[src/rtl/seq_signed_divider.sv]
// Multi-cycle signed divider: restoring shift-subtract, one quotient bit per clock.
// Operands are reduced to magnitudes on acceptance, divided unsigned, and the
// signs are re-applied in a single fix-up cycle before the done pulse.
module seq_signed_divider #(
    parameter int WIDTH = 8
) (
    input  logic             clk,
    input  logic             reset,
    input  logic             start,
    input  logic [WIDTH-1:0] dividend,
    input  logic [WIDTH-1:0] divisor,
    output logic             busy,
    output logic             done,
    output logic [WIDTH-1:0] quotient,
    output logic [WIDTH-1:0] remainder,
    output logic             div_by_zero,
    output logic             overflow
);

    localparam int CW = $clog2(WIDTH + 1);
    localparam logic [WIDTH-1:0] MOST_NEG = {1'b1, {(WIDTH-1){1'b0}}};

    typedef enum logic [1:0] {IDLE, DIVIDE, FIXUP, DONE} state_t;

    state_t           state;
    logic [WIDTH-1:0] dvd_raw;    // raw dividend, returned as remainder on divide-by-zero
    logic [WIDTH-1:0] dvs_mag;    // |divisor|
    logic [WIDTH-1:0] rem;        // partial remainder magnitude
    logic [WIDTH-1:0] qd;         // dividend magnitude shifting out, quotient bits shifting in
    logic [CW-1:0]    cnt;
    logic             dvd_neg;
    logic             dvs_neg;
    logic             dvs_zero;
    logic             ovf_case;

    logic [WIDTH-1:0] dvd_mag_in;
    logic [WIDTH-1:0] dvs_mag_in;
    logic [WIDTH:0]   shifted;
    logic [WIDTH-1:0] diff;
    logic             borrow;
    logic [WIDTH-1:0] q_signed;
    logic [WIDTH-1:0] r_signed;

    // Operand magnitudes and one restoring step: the borrow of the WIDTH+1-bit
    // trial subtract decides the quotient bit. When no borrow occurs the true
    // difference is below |divisor| <= 2^(WIDTH-1), so its low WIDTH bits are exact.
    always_comb begin
        dvd_mag_in = dividend[WIDTH-1] ? (~dividend + 1'b1) : dividend;
        dvs_mag_in = divisor[WIDTH-1]  ? (~divisor + 1'b1)  : divisor;
        shifted    = {rem, qd[WIDTH-1]};
        borrow     = (shifted < {1'b0, dvs_mag});
        diff       = shifted[WIDTH-1:0] - dvs_mag;
        q_signed   = (dvd_neg ^ dvs_neg) ? (~qd + 1'b1) : qd;
        r_signed   = dvd_neg ? (~rem + 1'b1) : rem;
    end

    // Control FSM, datapath registers and registered result outputs.
    always_ff @(posedge clk or negedge reset) begin
        if (!reset) begin
            state       <= IDLE;
            dvd_raw     <= '0;
            dvs_mag     <= '0;
            rem         <= '0;
            qd          <= '0;
            cnt         <= '0;
            dvd_neg     <= 1'b0;
            dvs_neg     <= 1'b0;
            dvs_zero    <= 1'b0;
            ovf_case    <= 1'b0;
            busy        <= 1'b0;
            done        <= 1'b0;
            quotient    <= '0;
            remainder   <= '0;
            div_by_zero <= 1'b0;
            overflow    <= 1'b0;
        end else begin
            case (state)
                IDLE: begin
                    if (start) begin
                        dvd_raw  <= dividend;
                        dvs_mag  <= dvs_mag_in;
                        qd       <= dvd_mag_in;
                        rem      <= '0;
                        cnt      <= '0;
                        dvd_neg  <= dividend[WIDTH-1];
                        dvs_neg  <= divisor[WIDTH-1];
                        dvs_zero <= (divisor == '0);
                        ovf_case <= (dividend == MOST_NEG) && (divisor == '1);
                        busy     <= 1'b1;
                        state    <= DIVIDE;
                    end
                end
                DIVIDE: begin
                    rem <= borrow ? shifted[WIDTH-1:0] : diff;
                    qd  <= {qd[WIDTH-2:0], ~borrow};
                    cnt <= cnt + 1'b1;
                    if (cnt == CW'(WIDTH - 1))
                        state <= FIXUP;
                end
                FIXUP: begin
                    if (dvs_zero) begin
                        quotient  <= '1;
                        remainder <= dvd_raw;
                    end else if (ovf_case) begin
                        quotient  <= MOST_NEG;
                        remainder <= '0;
                    end else begin
                        quotient  <= q_signed;
                        remainder <= r_signed;
                    end
                    div_by_zero <= dvs_zero;
                    overflow    <= ovf_case && !dvs_zero;
                    done        <= 1'b1;
                    state       <= DONE;
                end
                DONE: begin
                    done  <= 1'b0;
                    busy  <= 1'b0;
                    state <= IDLE;
                end
                default: state <= IDLE;
            endcase
        end
    end

endmodule

[config.mk]
export PLATFORM = sky130hd
export DESIGN_NAME = seq_signed_divider
export DESIGN_NICKNAME = d
export VERILOG_FILES = /design/src/rtl/seq_signed_divider.sv
export SDC_FILE = /design/constraint.sdc
export NUM_CORES = 1
export LEC_CHECK = 0
export BUFFER_PORTS_ARGS = -buffer_cell sky130_fd_sc_hd__buf_2
export CAP_MARGIN = 10
export CORE_MARGIN = 5
export CORE_UTILIZATION = 35
export CTS_CLUSTER_DIAMETER = 50
export DETAILED_ROUTE_END_ITERATION = 8
export PLACE_DENSITY = 0.59
export SLEW_MARGIN = 10
export SYNTH_ARGS = -nofsm -noshare
export SYNTH_HDL_FRONTEND = slang
export SYNTH_SLANG_ARGS = --single-unit
export TNS_END_PERCENT = 100
[constraint.sdc]
create_clock -name clk -period 2.35 [get_ports clk]
set_input_delay 0.3525 -clock clk [delete_from_list [all_inputs] [get_ports clk]]
set_output_delay 0.3525 -clock clk [all_outputs]
set_load 0.02 [all_outputs]
Word-level counts from Yosys, hierarchy flattened:

Cells that the tools add are included.
W data, S select, Z words.

* reduce and logical (&&, ||, !) cells: 12
* muxes and demuxes: 21
* order comparisons: 1
* bitwise operators: 6
* equal/unequal tests: 8
* $add $sub $neg: 6

Operators with widths (number)
* $mux W8: 11
* $add A8 B1 Y8 const B: 4
* $not A8 Y8: 4
* $pmux W8 S2: 2
* $eq A8 B8 Y1 const B: 2
* $lt A9 B8 Y1: 1
* $logic_not A8 Y1: 1
* $pmux W2 S4: 1
* $pmux W4 S2: 1
* $reduce_and A2 Y1: 4
* $sub A8 B8 Y8: 1
* $reduce_bool A2 Y1: 3
* $add A4 B1 Y4 const B: 1
* $eq A2 B2 Y1 const B: 2
* $eq A4 B3 Y1 const B: 1
* $mux W2: 2
* $mux W4: 1
* $ne A2 B2 Y1 const B: 2
* $pmux W1 S2: 2
* $eq A2 B1 Y1 const B: 1
* $logic_and A1 B1 Y1: 2
* $logic_not A2 Y1: 1
* $logic_not A1 Y1: 1
* $mux W1: 1
* other kinds (2): 2

* logic and storage cells: 70
* register bits after elaboration: 62
* bits of input ports: 19
* output and inout bits: 20

Depth between registers and ports, before layout:

Gate-level depths: netlist of the first run.

* depth after elaboration: 5
* gate-level depth with buffers: 8
* mapped depth without buffers: 8

Worst setup path before layout of the first run:

OpenSTA, ideal clock, no wires.

* path type: flip-flop to flip-flop
* from: register rem[5]
* to: register rem[0]
* required time: 2.229 ns
* stages on the path, launching flop included: 8
* data arrival time: 1.751 ns
* clock period less this slack: 1.872 ns
* path buffers: 1
* slack: 0.478 ns
* library setup time: 0.121 ns
* path through: dfrtp_1 > ha_1 > buf_6 > nand4_2 > a2111oi_4 > nor2_4 > mux2i_1 > a22o_1

* word-level cells in the longest chain between the ends: 3

Ends and longest elaborated chain
* from (decl): RTL line 28 `logic [WIDTH-1:0] rem;`
* from (signal assigned): RTL line 94 `rem <= borrow ? shifted[WIDTH-1:0] : diff;`
* $lt A9 B8 Y1: RTL line 51 `borrow = (shifted < {1'b0, dvs_mag});`
* $mux W8: RTL line 94
* $pmux W8 S2: RTL line 77 `case (state)`

No other way between the ends.
A chain may end at the register's enable or synchronous reset.

Final worst setup path of the first run:

* from: register rem[5]
* to: register rem[6]

* word-level cells in the longest chain between the ends: 3
* elaborated cells on any way between the ends: 4
* those cells by class: add/sub: 1; order compare: 1; mux: 2

Ends and longest elaborated chain (RTL line)
* $sub A8 B8 Y8 / $lt A9 B8 Y1 (equally long branches): 52, 51
* $mux W8 (*): 94
* $pmux W8 S2 (*): 77

Mark *: on every way between the ends. The rest lies on a longest branch, timed or not.

==> impl_results.md, run 1 <==
* Final Critical Period at 2.15 ns
* CTS tree: built
* Worst r2r src: rem[5]
* Failing checks: negative hold slack
* # IOs at 39
* CTS Buf Count at 9
* Worst-case clock buffer depth at 2
* Fin crit share at 0.915
* ANT cells at 0
* Routed wire per std cell at 14.6 um
* Crit path max fanout at 10
* Peak supply drop at 0.520 mV
* Post-detailed-route count of antenna-violating nets at 0
* Switching power at 2770 uW
* Cts hold-fix bufs at 0
* Residual DRC at 0
* Area contributors post-synth: dfrtp_1 42%, ha_1 6.2%, o21ai_0 5.6%
* TNS Setup at 0 ns
* Synth Instances at 402
* Yosys top cell by area: dfrtp_1
* Die Span X at 112 um
* Initial antenna violation count at 0
* Crit start category: register
* Clk root buf: clkbuf_8
* Skew final at 0.00742 ns
* Critical Path AT at 2.36 ns
* Vias post-DR at 2910
* Vias per inst at 5.02
* First-pass GRT wire length at 14100 um
* Worst Tran Pin Value at 0.725 ns
* Final WL at 8470 um
* Die height at 112 um
* Asr flop ratio synth at 1.00
* Crit-path slowest cell: ha_1
* Clock power frac at 0.160
* DR iter-0 viols at 122
* H-tree Lvls at 3
* Placed cell area at 0.00399 mm2
* Combinational power share at 0.536
* Post-Layout Cell Count at 580
* Core Region at 0.0102 mm2
* Clk_lat worst skew at 0.33 ns
* Postcts setup bufs at 0
* Die ar. at 0.0125 mm2
* Nets at 477
* TritonRoute pass-1 iters at 6
* Top cell type's share of synthesized area at 0.420
* Post-cts sizing count at 0
* Avg Cell Area, Syn at 9.05 um2
* CP Capture Type: register
* Critical path type: reg2reg
* PortBufs at 38
* Initial Util at 0.356
* Synth Cell Area at 0.00364 mm2
* Flop pwr share at 0.303
* Final Setup Violations at 0
* Overall Global Routing Usage at 0.137
* Slew Limit Fails at 0
* Unique masters post-synth at 47
* Cell Rows at 37
* Crit-path cells: ha_1, nand4_2, a2111oi_4, nor2_4, o31ai_1, o21ai_1
* RSZ-0062 raised after global routing: no
* Area grow syn2layout at 15.4%
* Number of global-route vias before repair at 2906
* Total gr overflow at 0
* FMAX at 465 MHz
* Proportion of layout cells with a drive suffix above 1 at 0.167
* Max cap viols at 0
* Syn_nets at 440
* Cell-internal power at 3500 uW
* Worst path bufs/invs at 0
* Pwr/cell area at 1490 mW/mm2
* WP depth at 6
* Largest net degree at the start of global routing at 42
* Worst reg2reg path depth at 6
* Design area at 0.00420 mm2
* Max-slew headroom at 0.517
* Post-detail-place hpwl at 6190 um
* Hold Fails Final Rpt at 7
* Number of synthesized flops with an enable pin at 0
* Yosys reg bits at 61
* Outcome: complete, but fails checks
* Worst Setup SP: rem[5]
* Largest delay share family, worst path: compound AO/OA/AOI/OAI gates
* Final Wtd Congestion at 0.829
* Sw frac at 0.442
* Synth Flop Type: dfrtp_1
* Seq/Total Area, Yosys at 0.420
* # clock sinks at 61
* DP Cell Count at 564
* Worst path max stage delay at 0.51 ns
* Min-delay worst type: in2async
* Standby leakage power at 0.00190 uW
* Critical path required time at 2.56 ns
* Synth Warn # at 0
* Hold slack at -0.00561 ns
* Reg clk slew, reported paths at 0.07 ns
[registers in the layout (all words and copies together) (netlist names), 2 cells and up]
signal     count
dvs_mag        8
rem            8
quotient       8
qd             8
remainder      8
state          2
cnt            4
dvd_raw        8
[placed cells by master, fill, tap and decap left out, types with 8 or more instances in the layout]
cell type and count:
dfrtp_1 61, nand2_1 53, o21ai_0 41, buf_2 38
a21oi_1 34, nor2_1 29, inv_1 24, xor2_1 18
ha_1 18, nor3_1 12, mux2i_1 11, mux2_2 10
o31ai_1 9, clkbuf_8 9, xnor2_1 8
[power by group through the flow]
stage | registers, uW | clock network, uW | logic, uW
floorplan | 1980 | 0 | 2420
global placement | 1910 | 0 | 3300
detailed placement | 1910 | 0 | 3360
CTS | 1900 | 1020 | 3380
global route | 1970 | 1070 | 3790
finish | 1900 | 1010 | 3360
[worst paths after layout]
kind | end | slack [ns]
max in group asynchronous | dvs_mag[2] | 1.75
worst max register to register | rem[6] | 0.20
worst min register to register | dvs_mag[3] | 0.48
worst min-delay path | busy | -0.006
min in group clk | dvs_zero | 0.26
worst max-delay path | rem[6] | 0.20
[metrics by stage]
step	worst slack [ns]	util	hold WS (ns)	total power, uW
after floorplan	0.478	-	0.0569	4400
after global placement	0.287	0.390	0.353	5200
after detailed placement	0.226	0.390	0.364	5280
after CTS	0.214	0.410	0.00638	6300
after global routing	0.0686	0.410	0.0192	6830
final	0.200	0.410	-0.00561	6270
[cells in the mapped netlist, types with 2 or more instances]
master    number
ha_1          18
o31ai_1        9
xnor2_1        8
a211oi_1       2
a22o_1         4
nand3_1        2
mux2_2        10
nor4_1         2
mux2i_1       11
nor2_1        29
a21boi_0       2
nor2b_1        5
clkbuf_1      14
o21ai_0       41
or3_1          3
nand4_1        4
nand3b_1       4
nand2b_1       6
nor3_1        12
xor2_1        18
a21oi_1       34
o21ai_1        2
or2b_1         2
inv_1         24
dfrtp_1       61
nand2_1       53
buf_1          2
[logic make-up (layout without fill, tap and decap cells)]
family | count (synthesis) | count (layout) | share of synthesized area
muxes | 21 | 21 | 0.0612
buffers and inverters | 42 | 84 | 0.0457
adders and majority gates | 19 | 19 | 0.0674
and+or+nand+nor | 127 | 127 | 0.163
xor gates and xnor gates | 26 | 26 | 0.0626
AOI/OAI and AO/OA | 106 | 106 | 0.181
DFF | 61 | 61 | 0.420
[layout make-up]
| class | instances | area [um2] |
|---|---|---|
| Clock buffer | 11 | 131 |
| Multi-Input combinational cell | 299 | 1950 |
| Inverter | 24 | 90.1 |
| Fill cell | 1001 | 6030 |
| Clock inverter | 5 | 75.1 |
| Tap cell | 136 | 170 |
| Timing Repair Buffer | 44 | 260 |
| Sequential cell | 61 | 1530 |
[metal layers]
layer  routed length (um)  global-route usage
met1                 4370               0.200
met2                 3710               0.207
met3                  338              0.0239
met4                   45              0.0409
met5                    0                   0
No activity file was read; power rests on OpenSTA's default activity.
==> run 2: changes to the inputs <==
--- a/config.mk
+++ b/config.mk
@@ -12,6 +12,7 @@
 export CTS_CLUSTER_DIAMETER = 50
 export DETAILED_ROUTE_END_ITERATION = 8
 export PLACE_DENSITY = 0.59
+export SETUP_SLACK_MARGIN = 0.3
 export SLEW_MARGIN = 10
 export SYNTH_ARGS = -nofsm -noshare
 export SYNTH_HDL_FRONTEND = slang
==> run 2 against run 1 <==
Clock power about the same. The run still ends with negative hold slack left. Global-route usage about the same. Via count up 2.1%. Die area unchanged. Critical path depth up 1. Sequential share of layout area down 0.94 points. Hold slack about the same. Worst setup slack better by 0.20 ns.
==> impl_results.md, run 2 (same netlist as run 1, synthesis figures left out) <==
* CTS tree: built (unchanged)
* Total power at 6540 uW (was 6270 uW)
* Max cap viols at 0 (unchanged)
* Vias post-DR at 2970 (was 2910)
* Post-Layout Cell Count at 585 (was 580)
* ANT cells at 0 (unchanged)
* Core Region at 0.0102 mm2 (unchanged)
* TritonRoute pass-1 iters at 4 (was 6)
* DP Cell Count at 564 (unchanged)
* Hold slack at -0.00547 ns (was -0.00561 ns)
* FMAX at 513 MHz (was 465 MHz)
* Die height at 112 um (unchanged)
* Vias per inst at 5.08 (was 5.02)
* Final WL at 8630 um (was 8470 um)
* Nets at 482 (was 477)
* CP Capture Type: register (unchanged)
* Crit path max fanout at 4 (was 10)
* Post-route setup slack at 0.401 ns (was 0.200 ns)
* Cell Rows at 37 (unchanged)
* Crit start category: register (unchanged)
* Failing checks: negative hold slack (unchanged)
* Clk root buf: clkbuf_8 (unchanged)
* Sw frac at 0.438 (was 0.442)
* Die Span X at 112 um (unchanged)
* Slew Limit Fails at 0 (unchanged)
* RSZ-0062 raised after global routing: no (unchanged)
* Design area at 0.00432 mm2 (was 0.00420 mm2)
* Clk_lat worst skew at 0.33 ns (about the same)
* Overall Global Routing Usage at 0.137 (about the same)
* Final Setup Violations at 0 (unchanged)
* Combinational power share at 0.554 (was 0.536)
* TNS Setup at 0 ns (unchanged)
* H-tree Lvls at 3 (unchanged)
* Proportion of layout cells with a drive suffix above 1 at 0.207 (was 0.167)
* Skew final at 0.00800 ns (was 0.00742 ns)
* Max-slew headroom at 0.513 (was 0.517)
* Number of global-route vias before repair at 2919 (was 2906)
* Post-detailed-route count of antenna-violating nets at 0 (unchanged)
* Cts hold-fix bufs at 0 (unchanged)
* Initial Util at 0.356 (unchanged)
* Critical path required time at 2.56 ns (about the same)
* CTS Buf Count at 9 (unchanged)
* Flop pwr share at 0.292 (was 0.303)
* Area grow syn2layout at 18.8% (was 15.4%)
* Outcome: complete, but fails checks (unchanged)
* Leading cell type in the layout, fill and taps excluded: dfrtp_1 (unchanged)
* # clock sinks at 61 (unchanged)
* Switching power at 2860 uW (was 2770 uW)
* Fillers at 989 (was 1001)
* Pwr/cell area at 1510 mW/mm2 (was 1490 mW/mm2)
* Routed wire per std cell at 14.7 um (was 14.6 um)
* Min-delay worst type: in2async (unchanged)
* Hold Fails Final Rpt at 6 (was 7)
* First-pass GRT wire length at 14100 um (about the same)
* Largest net degree at the start of global routing at 42 (unchanged)
* Clock power frac at 0.154 (was 0.160)
* Critical Path AT at 2.16 ns (was 2.36 ns)
* Reg clk slew, reported paths at 0.07 ns (about the same)
* Critical path type: reg2reg (unchanged)
* Peak supply drop at 0.521 mV (was 0.520 mV)
* Total gr overflow at 0 (unchanged)
* Cell-internal power at 3680 uW (was 3500 uW)
* Place WS at 0.226 ns (unchanged)
* Residual DRC at 0 (unchanged)
* Worst-case clock buffer depth at 2 (unchanged)
* Initial antenna violation count at 0 (unchanged)
* Final Wtd Congestion at 0.829 (unchanged)
* PortBufs at 38 (unchanged)
* Placed cell area at 0.00399 mm2 (unchanged)
* Post-detail-place hpwl at 6190 um (unchanged)
* Standby leakage power at 0.00192 uW (was 0.00190 uW)
* Most frequent cells in the layout: 58 x dfrtp_1, 53 x nand2_1, 41 x o21ai_0 (was 61 x dfrtp_1, 53 x nand2_1, 41 x o21ai_0)
* Worst Tran Pin Value at 0.730 ns (was 0.725 ns)
* Final Critical Period at 1.95 ns (was 2.15 ns)
* # IOs at 39 (unchanged)
* Die ar. at 0.0125 mm2 (unchanged)
* DR iter-0 viols at 123 (was 122)
* Fin crit share at 0.829 (was 0.915)
==> run 2: layout make-up <==
type	instances	area (um2)	share of cell area
Clock buffer	11	131	0.0304
Tap cell	136	170	0.0394
Inverter	24	90.1	0.0208
Clock inverter	5	75.1	0.0174
Multi-Input combinational cell	299	2030	0.469
Timing Repair Buffer	49	298	0.0689
Sequential cell	61	1530	0.354
==> run 2: routing by layer <==
layer  routed length (um)  up-vias  share of wire  GRT usage
li1                     -     1483              -          -
met1                 4480     1416           0.52      0.201
met2                 3760       61           0.44      0.207
met3                  298       10          0.035     0.0239
met4                   85        0         0.0099     0.0417
met5                    0        -              0          0
==> run 2: metrics by stage <==
stage,hold WS (ns),util
after floorplan,0.0569,-
after global placement,0.353,0.390
after detailed placement,0.364,0.390
after CTS,0.00638,0.413
after global routing,0.0191,0.422
final,-0.00547,0.422
==> run 2: power by group through the flow <==
| stage | Sequential [uW] | Clock [uW] | Combinational (uW) |
|---|---|---|---|
| after floorplan | 1980 | 0 | 2420 |
| after global placement | 1910 | 0 | 3300 |
| after detailed placement | 1910 | 0 | 3360 |
| after CTS | 1900 | 1020 | 3430 |
| after global routing | 1980 | 1070 | 4060 |
| final | 1910 | 1010 | 3620 |
==> run 2: worst max-delay path, stage by stage, from the launching register on <==
cell and delay (ns):
dfrtp_2 0.45, ha_4 0.29, nor2_1 0.10, a2111oi_4 0.44, nor2_4 0.06, clkbuf_4 0.18
o31ai_2 0.24, o21ai_1 0.08
==> run 2: what timing repair did <==
item                                    CTS  global route
buffers inserted                          0             5
endpoints found under the setup margin    7            10
gates resized for setup                   4            14
pin swaps                                 1             2
==> run 2: final timing paths <==
| check | start | to | slack, ns | depth (start not counted) |
|---|---|---|---|---|
| setup / recovery | rem[1] | rem[6] | 0.40 | 7 |
| hold / removal | reset | busy | -0.005 | 1 |
| setup reg to reg | rem[1] | rem[6] | 0.40 | 7 |
| hold reg to reg | dvs_mag[4] | dvs_mag[4] | 0.48 | 2 |
| max in group asynchronous | reset | dvs_mag[1] | 1.75 | 2 |
| min in group clk | divisor[6] | dvs_zero | 0.26 | 2 |
